[src/rtl/process_sequencer_if.sv]
// Handshake bundle for process_sequencer: request/operand inputs from two
// requesters plus grant, completion, process state and idle lamp outputs.
interface process_sequencer_if;
    logic       req0;
    logic [1:0] code0;
    logic       req1;
    logic [1:0] code1;
    logic       gnt0;
    logic       gnt1;
    logic       done;
    logic [1:0] state;
    logic       l;

    // Requester side: drives requests/operands, observes results.
    modport master (
        output req0, code0, req1, code1,
        input  gnt0, gnt1, done, state, l
    );

    // Sequencer side.
    modport slave (
        input  req0, code0, req1, code1,
        output gnt0, gnt1, done, state, l
    );
endinterface

[src/rtl/process_sequencer.sv]
// process_sequencer: two-requester arbiter that runs one transaction at a
// time through GRANT -> APPLY (HOLD_CYCLES) -> DONE and updates a 2-bit
// process state from the winner's latched operand via process_module.
// Optional build macro PROC_SEQ_PRIO_EN: fixed priority (req0 wins ties)
// instead of round-robin; the last-served pointer is then removed.

// Next-state logic for the process state; holds r when not busy.
module process_module (
    input  logic [1:0] r,
    input  logic [1:0] b,
    input  logic       n,
    output logic [1:0] f
);
    logic f1, f0;

    assign f1 = r[1] | (r[0] & b[1] & b[0]);
    assign f0 = (r[0] & ~b[1]) | (r[1] & r[0]) | (~r[0] & b[1] & b[0]) | (~r[1] & b[1] & ~b[0]);
    assign f  = n ? {f1, f0} : r;
endmodule

module process_sequencer #(
    parameter int HOLD_CYCLES = 2
) (
    input  logic                 clk,
    input  logic                 rst_n,
    process_sequencer_if.slave   bus
);
    typedef enum logic [1:0] {
        IDLE  = 2'b00,
        GRANT = 2'b01,
        APPLY = 2'b10,
        DONE  = 2'b11
    } fsm_t;

    fsm_t       fsm_q, fsm_d;
    logic [1:0] state_q, state_d;
    logic [3:0] cnt_q, cnt_d;
    logic [1:0] code_q, code_d;
    logic       win_q, win_d;   // 0: requester 0, 1: requester 1
    logic       busy;
    logic       pick;
    logic [1:0] f;

    assign busy = (fsm_q != IDLE);

    process_module u_pm (
        .r (state_q),
        .b (code_q),
        .n (busy),
        .f (f)
    );

`ifdef PROC_SEQ_PRIO_EN
    // Fixed priority: requester 1 only wins when requester 0 is quiet.
    always_comb begin
        pick = ~bus.req0;
    end
`else
    logic last_q, last_d;       // last served requester

    // Round-robin: on a tie serve the requester not served last.
    always_comb begin
        pick = ~bus.req0;
        if (bus.req0 && bus.req1) pick = ~last_q;
    end

    // Pointer moves to the winner when its transaction completes.
    always_comb begin
        last_d = last_q;
        if (fsm_q == DONE) last_d = win_q;
    end

    // Pointer register; reset to "last served 1" so req0 wins the first tie.
    always_ff @(posedge clk or negedge rst_n) begin
        if (!rst_n) last_q <= 1'b1;
        else        last_q <= last_d;
    end
`endif

    // Transaction sequencing and process-state update.
    always_comb begin
        fsm_d   = fsm_q;
        state_d = state_q;
        cnt_d   = cnt_q;
        code_d  = code_q;
        win_d   = win_q;
        case (fsm_q)
            IDLE: begin
                if (bus.req0 || bus.req1) begin
                    fsm_d  = GRANT;
                    win_d  = pick;
                    code_d = pick ? bus.code1 : bus.code0;
                end
            end
            GRANT: begin
                fsm_d = APPLY;
                cnt_d = 4'(HOLD_CYCLES - 1);
            end
            APPLY: begin
                if (cnt_q == 4'd0) begin
                    state_d = f;
                    fsm_d   = DONE;
                end else begin
                    cnt_d = cnt_q - 4'd1;
                end
            end
            DONE: begin
                fsm_d = IDLE;
            end
            default: fsm_d = IDLE;
        endcase
    end

    // Sequencer registers; reset aborts any transaction with no state update.
    always_ff @(posedge clk or negedge rst_n) begin
        if (!rst_n) begin
            fsm_q   <= IDLE;
            state_q <= 2'b00;
            cnt_q   <= 4'd0;
            code_q  <= 2'b00;
            win_q   <= 1'b0;
        end else begin
            fsm_q   <= fsm_d;
            state_q <= state_d;
            cnt_q   <= cnt_d;
            code_q  <= code_d;
            win_q   <= win_d;
        end
    end

    assign bus.gnt0  = (fsm_q == GRANT) && !win_q;
    assign bus.gnt1  = (fsm_q == GRANT) &&  win_q;
    assign bus.done  = (fsm_q == DONE);
    assign bus.state = state_q;
    assign bus.l     = ~busy;
endmodule
[src/flat_wrapper.sv]
// flat-port wrapper written by rule: the top's interface ports become plain ports
module process_sequencer_flat 
#(
    parameter int HOLD_CYCLES = 2
)
  (clk, rst_n, bus_req0, bus_code0, bus_req1, bus_code1, bus_gnt0, bus_gnt1, bus_done, bus_state, bus_l);
  process_sequencer_if bus_i ();
  input  logic clk;
  input  logic rst_n;
  input wire logic [$bits(bus_i.req0)-1:0] bus_req0;
  input wire logic [$bits(bus_i.code0)-1:0] bus_code0;
  input wire logic [$bits(bus_i.req1)-1:0] bus_req1;
  input wire logic [$bits(bus_i.code1)-1:0] bus_code1;
  output wire logic [$bits(bus_i.gnt0)-1:0] bus_gnt0;
  output wire logic [$bits(bus_i.gnt1)-1:0] bus_gnt1;
  output wire logic [$bits(bus_i.done)-1:0] bus_done;
  output wire logic [$bits(bus_i.state)-1:0] bus_state;
  output wire logic [$bits(bus_i.l)-1:0] bus_l;
  assign bus_i.req0 = bus_req0;
  assign bus_i.code0 = bus_code0;
  assign bus_i.req1 = bus_req1;
  assign bus_i.code1 = bus_code1;
  assign bus_gnt0 = bus_i.gnt0;
  assign bus_gnt1 = bus_i.gnt1;
  assign bus_done = bus_i.done;
  assign bus_state = bus_i.state;
  assign bus_l = bus_i.l;
  process_sequencer #(.HOLD_CYCLES(HOLD_CYCLES)) u_core (.clk(clk), .rst_n(rst_n), .bus(bus_i));
endmodule
[config.mk]
export PLATFORM = sky130hd
export DESIGN_NAME = process_sequencer_flat
export DESIGN_NICKNAME = d
export VERILOG_FILES = /design/src/rtl/process_sequencer_if.sv /design/src/rtl/process_sequencer.sv /design/src/flat_wrapper.sv
export SDC_FILE = /design/constraint.sdc
export NUM_CORES = 1
export LEC_CHECK = 0
export CORE_MARGIN = 4
export CORE_UTILIZATION = 32
export DETAILED_ROUTE_END_ITERATION = 10
export PLACE_DENSITY_LB_ADDON = 0.15
export SYNTH_ARGS = -nofsm -noshare
export SYNTH_HDL_FRONTEND = slang
export SYNTH_SLANG_ARGS = --single-unit
[constraint.sdc]
create_clock -name clk -period 2.5 [get_ports clk]
set_clock_uncertainty 0.05 [all_clocks]
set_input_delay 0.375 -clock clk [delete_from_list [all_inputs] [get_ports clk]]
set_output_delay 0.375 -clock clk [all_outputs]
set_load 0.05 [all_outputs]
==> results of run 1 <==
[state kept, by name, indices dropped and copies added (netlist names)]
name / cells
u_core.fsm_q: 2
u_core.code_q: 2
u_core.win_q: 1
u_core.cnt_q: 4
u_core.last_q: 1
u_core.bus.state: 2
[through the flow]
step | setup slack [ns] | hold WS (ns)
2_1_floorplan | 0.692 | 0.0294
3_3_place_gp | 0.376 | 0.443
3_5_place_dp | 0.351 | 0.452
4_1_cts | 0.0370 | 0.406
5_1_grt | 0.00490 | 0.422
6_report | 0.120 | 0.395
[power by group through the flow]
stage               clock, mW  combinational (mW)  sequential, mW
floorplan                   0               0.480           0.415
global placement            0               0.682           0.383
detailed placement          0               0.697           0.389
CTS                     0.160               0.699           0.385
global route            0.169               0.759           0.404
finish                  0.153               0.684           0.385
[timing repair]
action | CTS | global route
endpoints found under the setup margin | 0 | 2
resized for setup | 0 | 2
buffers inserted | 0 | 0
[area by class of cell]
type	instances	area, µm²
Clock buffer	4	36.3
Fill cell	207	1100
Inverter	9	33.8
Multi-Input combinational cell	46	359
Sequential cell	12	302
Tap cell	27	33.8
Timing Repair Buffer	13	135
[metal layers]
metal  global-route usage (%)  wire length (µm)
met1                     14.0               594
met2                     18.7               657
met3                     5.72                77
met4                     4.98                18
met5                        0                 0
[cells by family after synthesis]
family                     share of synthesized area [%]
and+or+nand+nor                                     18.4
AOI/OAI and AO/OA                                   16.8
DFF                                                 43.4
buffers and inverters                               4.86
muxes                                               7.57
adders and majority gates                           9.01
[worst min-delay path by stage]
stage / endpoint / slack, ns / start
3_5_place_dp: u_core.cnt_q[3] / 0.45 / u_core.cnt_q[3]
5_1_grt: u_core.cnt_q[2] / 0.42 / rst_n
2_1_floorplan: u_core.bus.state[0] / 0.03 / rst_n
4_1_cts: u_core.cnt_q[2] / 0.41 / rst_n
3_3_place_gp: u_core.cnt_q[3] / 0.44 / u_core.cnt_q[3]
6_report: u_core.cnt_q[2] / 0.39 / rst_n
[Yosys cell counts, types with 2 or more instances]
cell / number / area [µm²]
nand3_1: 3 / 15.0
nor2b_1: 2 / 12.5
o21ai_0: 2 / 10.0
ha_1: 5 / 62.6
a31oi_1: 3 / 18.8
inv_1: 9 / 33.8
a21oi_1: 2 / 10.0
nor2_1: 4 / 15.0
nand2_1: 6 / 22.5
dfrtp_1: 11 / 275
nand2b_1: 2 / 12.5
mux2i_1: 3 / 30.0
[worst register-to-register path, delay by kind of cell, from the launching register on]
kind | cells | cell delay, ns
and+or+nand+nor | 1 | 0.43
adders and majority gates | 1 | 0.17
buffers and inverters | 1 | 0.07
DFF | 1 | 0.41
AOI/OAI and AO/OA | 1 | 0.24
muxes | 1 | 0.34
==> flow_summary_export.csv, run 1 <==
group,metric,value,unit
timing,finalHoldViolations,0,
finish,drive_gt1_share,13.1,%
clock_tree,clk_latency,0.27,ns
routing,initialDrtViolationCount,5,
grt,antenna_found_initial,0,
run_status,outcome,"completed",
routing,wl_per_cell,12.1,µm
timing,setup_violations,0,
critical_path,cp_slowest_cell,"clkdlybuf4s50_1",
pwr,pwr-share-comb,56.0,%
die,die_x,54.6,µm
routing,num_vias,528,
critical_path,endpoint,"bus_gnt1",
routing,viasPerCell,4.76,
critical_path,r2r_setup_slack,0.67,ns
critical_path,reg2reg_to,"u_core.fsm_q[1]",
die,core_area,0.00200,mm²
synth,synth-seq-cells,12,
critical_path,cpPeakStageDelay,0.80,ns
place,placed_cells,107,
critical_path,cp.required,2.08,ns
place,place_area,858,µm²
die,die_h,54.6,µm
synth,ys.flop_type,"dfrtp_1",
pwr,p_switching,0.553,mW
finish,most-common-layout-cells,"clkdlybuf4s50_1 (11), dfrtp_1 (11), inv_1 (9)",
timing,min_period,2.38,ns
pwr,p_int,0.669,mW
critical_path,cp-end-kind,"primary output",
pwr,seqPwrFrac,31.5,%
routing,ant_nets,0,
synth,yosysSeqAreaShare,43.4,%
synth,yosysWarnings,0,
place,hpwl,1110,µm
critical_path,crit_type,"reg2out",
routing,drt_pass1_iterations,4,
pwr,clkPwrFrac,12.5,%
critical_path,cp_num_buf_inv,2,
timing,slew_viol_final,0,
grt,grt_pass1_vias,542,
synth,synthDistinctLibCells,27,
pwr,swShare,45.3,%
synth,syn-num-nets,80,
place,gp_congestion,0.678,
worst_hold_path,min_path_type,"in2async",
finish,post-route-util,44.9,%
place,portBuffers,13,
critical_path,cp_max_fo,5,
synth,avgSynthCellArea,10.4,µm²
critical_path,cp-start-kind,"flip-flop",
timing,tns,0,ns
pwr,power_density,1360,mW/mm²
grt,groute.usage.overall,12.0,%
clock_tree,cts_tree,"done",
timing,fmaxAchievable,0.420,GHz
synth,synthCells,67,
grt,grt_overflow,0,
critical_path,cp-startpoint,"u_core.fsm_q[1]",
grt,grt_start_max_net_pins,13,
timing,post-route-period-util,95.2,%
critical_path,cpLargestDelayFamily,"buffers and inverters",
critical_path,reg2reg_from,"u_core.cnt_q[0]",
timing,rsz0062_at_grt,"false",
die,rows,16,
clock_tree,htree_levels,1,
routing,drc,0,
timing,relSlewSlack,64.4,%
synth,async_flop_share,100,%
die,io_pins,14,
run,maxCapViolCount,0,
finish,diodes,0,
timing,tightestPinTransition,0.532,ns
clock_tree,clock_sinks,12,
pwr,p_leak,0.428,nW
critical_path,path_cells,"inv_1 -> ha_1 -> and2_1 -> clkdlybuf4s50_1",
grt,grt_pass1_wl,2390,µm
clock_tree,cts_buffers,3,
critical_path,reg2reg_depth,5,
finish,stdcell_area,900,µm²
critical_path,crit_cells,4,
finish,syn2layout_area_growth,29.5,%
routing,routed_wl,1350,µm
clock_tree,cts_root_buf,"clkbuf_4",
synth,synth_edf_count,0,
finish,final_nets,98,
synth,synth_area,694,µm²
pwr,power,1.22,mW
critical_path,critPathArrivalTime,1.95,ns
die,start_util,34.7,%
clock_tree,hold_buffers,0,
pwr,irDropWorstVdd,0.764,mV
clock_tree,clk_pin_slew,0.08,ns
finish,layoutNonFillerInstCount,111,
die,die_area,0.00298,mm²
clock_tree,cts_max_path_buffers,2,
No activity file was read; power rests on OpenSTA's default activity.
==> run 2, diff against run 1 <==
--- a/config.mk
+++ b/config.mk
@@ -8,6 +8,7 @@
 export CORE_MARGIN = 4
 export CORE_UTILIZATION = 32
 export DETAILED_ROUTE_END_ITERATION = 10
+export DONT_BUFFER_PORTS = 1
 export PLACE_DENSITY_LB_ADDON = 0.15
 export SYNTH_ARGS = -nofsm -noshare
 export SYNTH_HDL_FRONTEND = slang
==> flow_summary_export.csv, run 2 (synthesized netlist as in run 1, its figures left out) <==
group,metric,value,unit
run_status,outcome,"completed",
critical_path,reg2reg_depth,5,
finish,final_nets,88,
timing,fmaxAchievable,0.525,GHz
pwr,power_density,1440,mW/mm²
finish,multi_input_area,359,µm²
pwr,power,1.12,mW
worst_hold_path,hold_depth,1,
timing,setup_violations,0,
critical_path,cp.required,2.08,ns
routing,initialDrtViolationCount,6,
clock_tree,clock_sinks,12,
critical_path,reg2reg_to,"u_core.fsm_q[1]",
clock_tree,postCtsSetupBuffers,0,
clock_tree,cts_root_buf,"clkbuf_4",
finish,regArea,302,µm²
grt,grt_pass1_vias,540,
timing,slew_viol_final,0,
die,start_util,34.7,%
grt,grt_overflow,0,
timing,tns,0,ns
die,die_area,0.00298,mm²
routing,drc,0,
critical_path,reg2reg_from,"u_core.cnt_q[0]",
timing,finalHoldViolations,0,
finish,drive_gt1_share,16.2,%
critical_path,cp-start-kind,"flip-flop",
grt,groute.usage.overall,11.5,%
finish,diodes,0,
die,die_x,54.6,µm
run,maxCapViolCount,0,
finish,largest_reg_flops,4,
pwr,irDropWorstVdd,0.670,mV
routing,drt_pass1_iterations,3,
critical_path,cp-startpoint,"u_core.fsm_q[1]",
critical_path,cp_max_fo,5,
pwr,p_leak,0.356,nW
clock_tree,hold_buffers,1,
die,rows,16,
finish,mostFrequentLayoutCell,"dfrtp_1",
clock_tree,htree_levels,1,
clock_tree,post_cts_resized,0,
timing,rsz0062_at_grt,"false",
clock_tree,clk_latency,0.27,ns
timing,tightestPinTransition,0.572,ns
die,die_h,54.6,µm
finish,layoutNonFillerInstCount,101,
timing,min_period,1.90,ns
routing,routed_wl,1290,µm
routing,ant_nets,0,
routing,num_vias,488,
critical_path,r2r_setup_slack,0.70,ns
critical_path,critPathArrivalTime,1.48,ns
grt,grt_pass1_wl,2350,µm
routing,viasPerCell,4.83,
finish,syn2layout_area_growth,12.3,%
die,core_area,0.00200,mm²
critical_path,crit_type,"reg2out",
place,portBuffers,0,
worst_hold_path,min_path_type,"in2reg",
routing,wl_per_cell,12.7,µm
timing,post-route-period-util,76.1,%
clock_tree,clk_pin_slew,0.07,ns
place,placed_cells,96,
clock_tree,cts_max_path_buffers,2,
die,io_pins,14,
critical_path,cp-end-kind,"primary output",
finish,post-route-util,38.9,%
grt,grt_start_max_net_pins,13,
place,gp_congestion,0.746,
timing,relSlewSlack,61.7,%
finish,n_fill_cell,205,
clock_tree,cts_buffers,3,
finish,most-common-layout-cells,"dfrtp_1 (11), inv_1 (9), nand2_1 (6)",
clock_tree,cts_tree,"done",
finish,largest-register,"u_core.cnt_q",
critical_path,endpoint,"bus_gnt1",
place,hpwl,1020,µm
grt,antenna_found_initial,0,
[run 2: changes by cell type in the layout (fill, tap and decap cells not counted), sizes merged]
cell	delta
buf	+2
clkdlybuf4s50	-11
dlygate4sd3	+1
dlymetal6s2s	-2
[run 2: worst max-delay path: stages, from the launching register on]
cell	delay, ns
dfrtp_1	0.41
inv_1	0.09
ha_1	0.24
and2_1	0.48
[run 2: worst min-delay path by stage]
stage               slack, ns      from                   to
finish                   0.16  bus_req0         u_core.win_q
global route             0.15  bus_req0         u_core.win_q
CTS                      0.15  bus_req0         u_core.win_q
detailed placement       0.03     rst_n     u_core.code_q[1]
global placement         0.03     rst_n     u_core.code_q[1]
floorplan                0.03     rst_n  u_core.bus.state[0]
[run 2: power breakdown]
part           switching (mW)  leakage, nW  internal (mW)  total (mW)
Sequential              0.142        0.142          0.294       0.436
Clock                  0.0616       0.0150         0.0617       0.123
Combinational           0.335        0.199          0.224       0.559
[run 2: routing by layer]
layer	global-route usage [%]	share of wire (%)
met2	17.9	47
met4	4.98	1.4
met5	0	0
met1	13.3	46
met3	5.18	5.5
[run 2: per-stage QoR]
stage / hold slack, ns / area, µm² / setup slack, ns
after detailed placement: 0.0297 / 743 / 0.700
after global placement: 0.0297 / 743 / 0.751
after floorplan: 0.0294 / 694 / 0.692
after CTS: 0.153 / 779 / 0.563
after global routing: 0.155 / 779 / 0.469
final: 0.165 / 779 / 0.596
[run 2: cell type report]
cell class / instances / share of cell area [%]
repair buffers: 3 / 3.21
flip-flops and latches: 12 / 38.7
clock buffers: 4 / 3.37
multi-input cells: 46 / 46.1
inverters: 9 / 4.33
well taps: 27 / 4.33
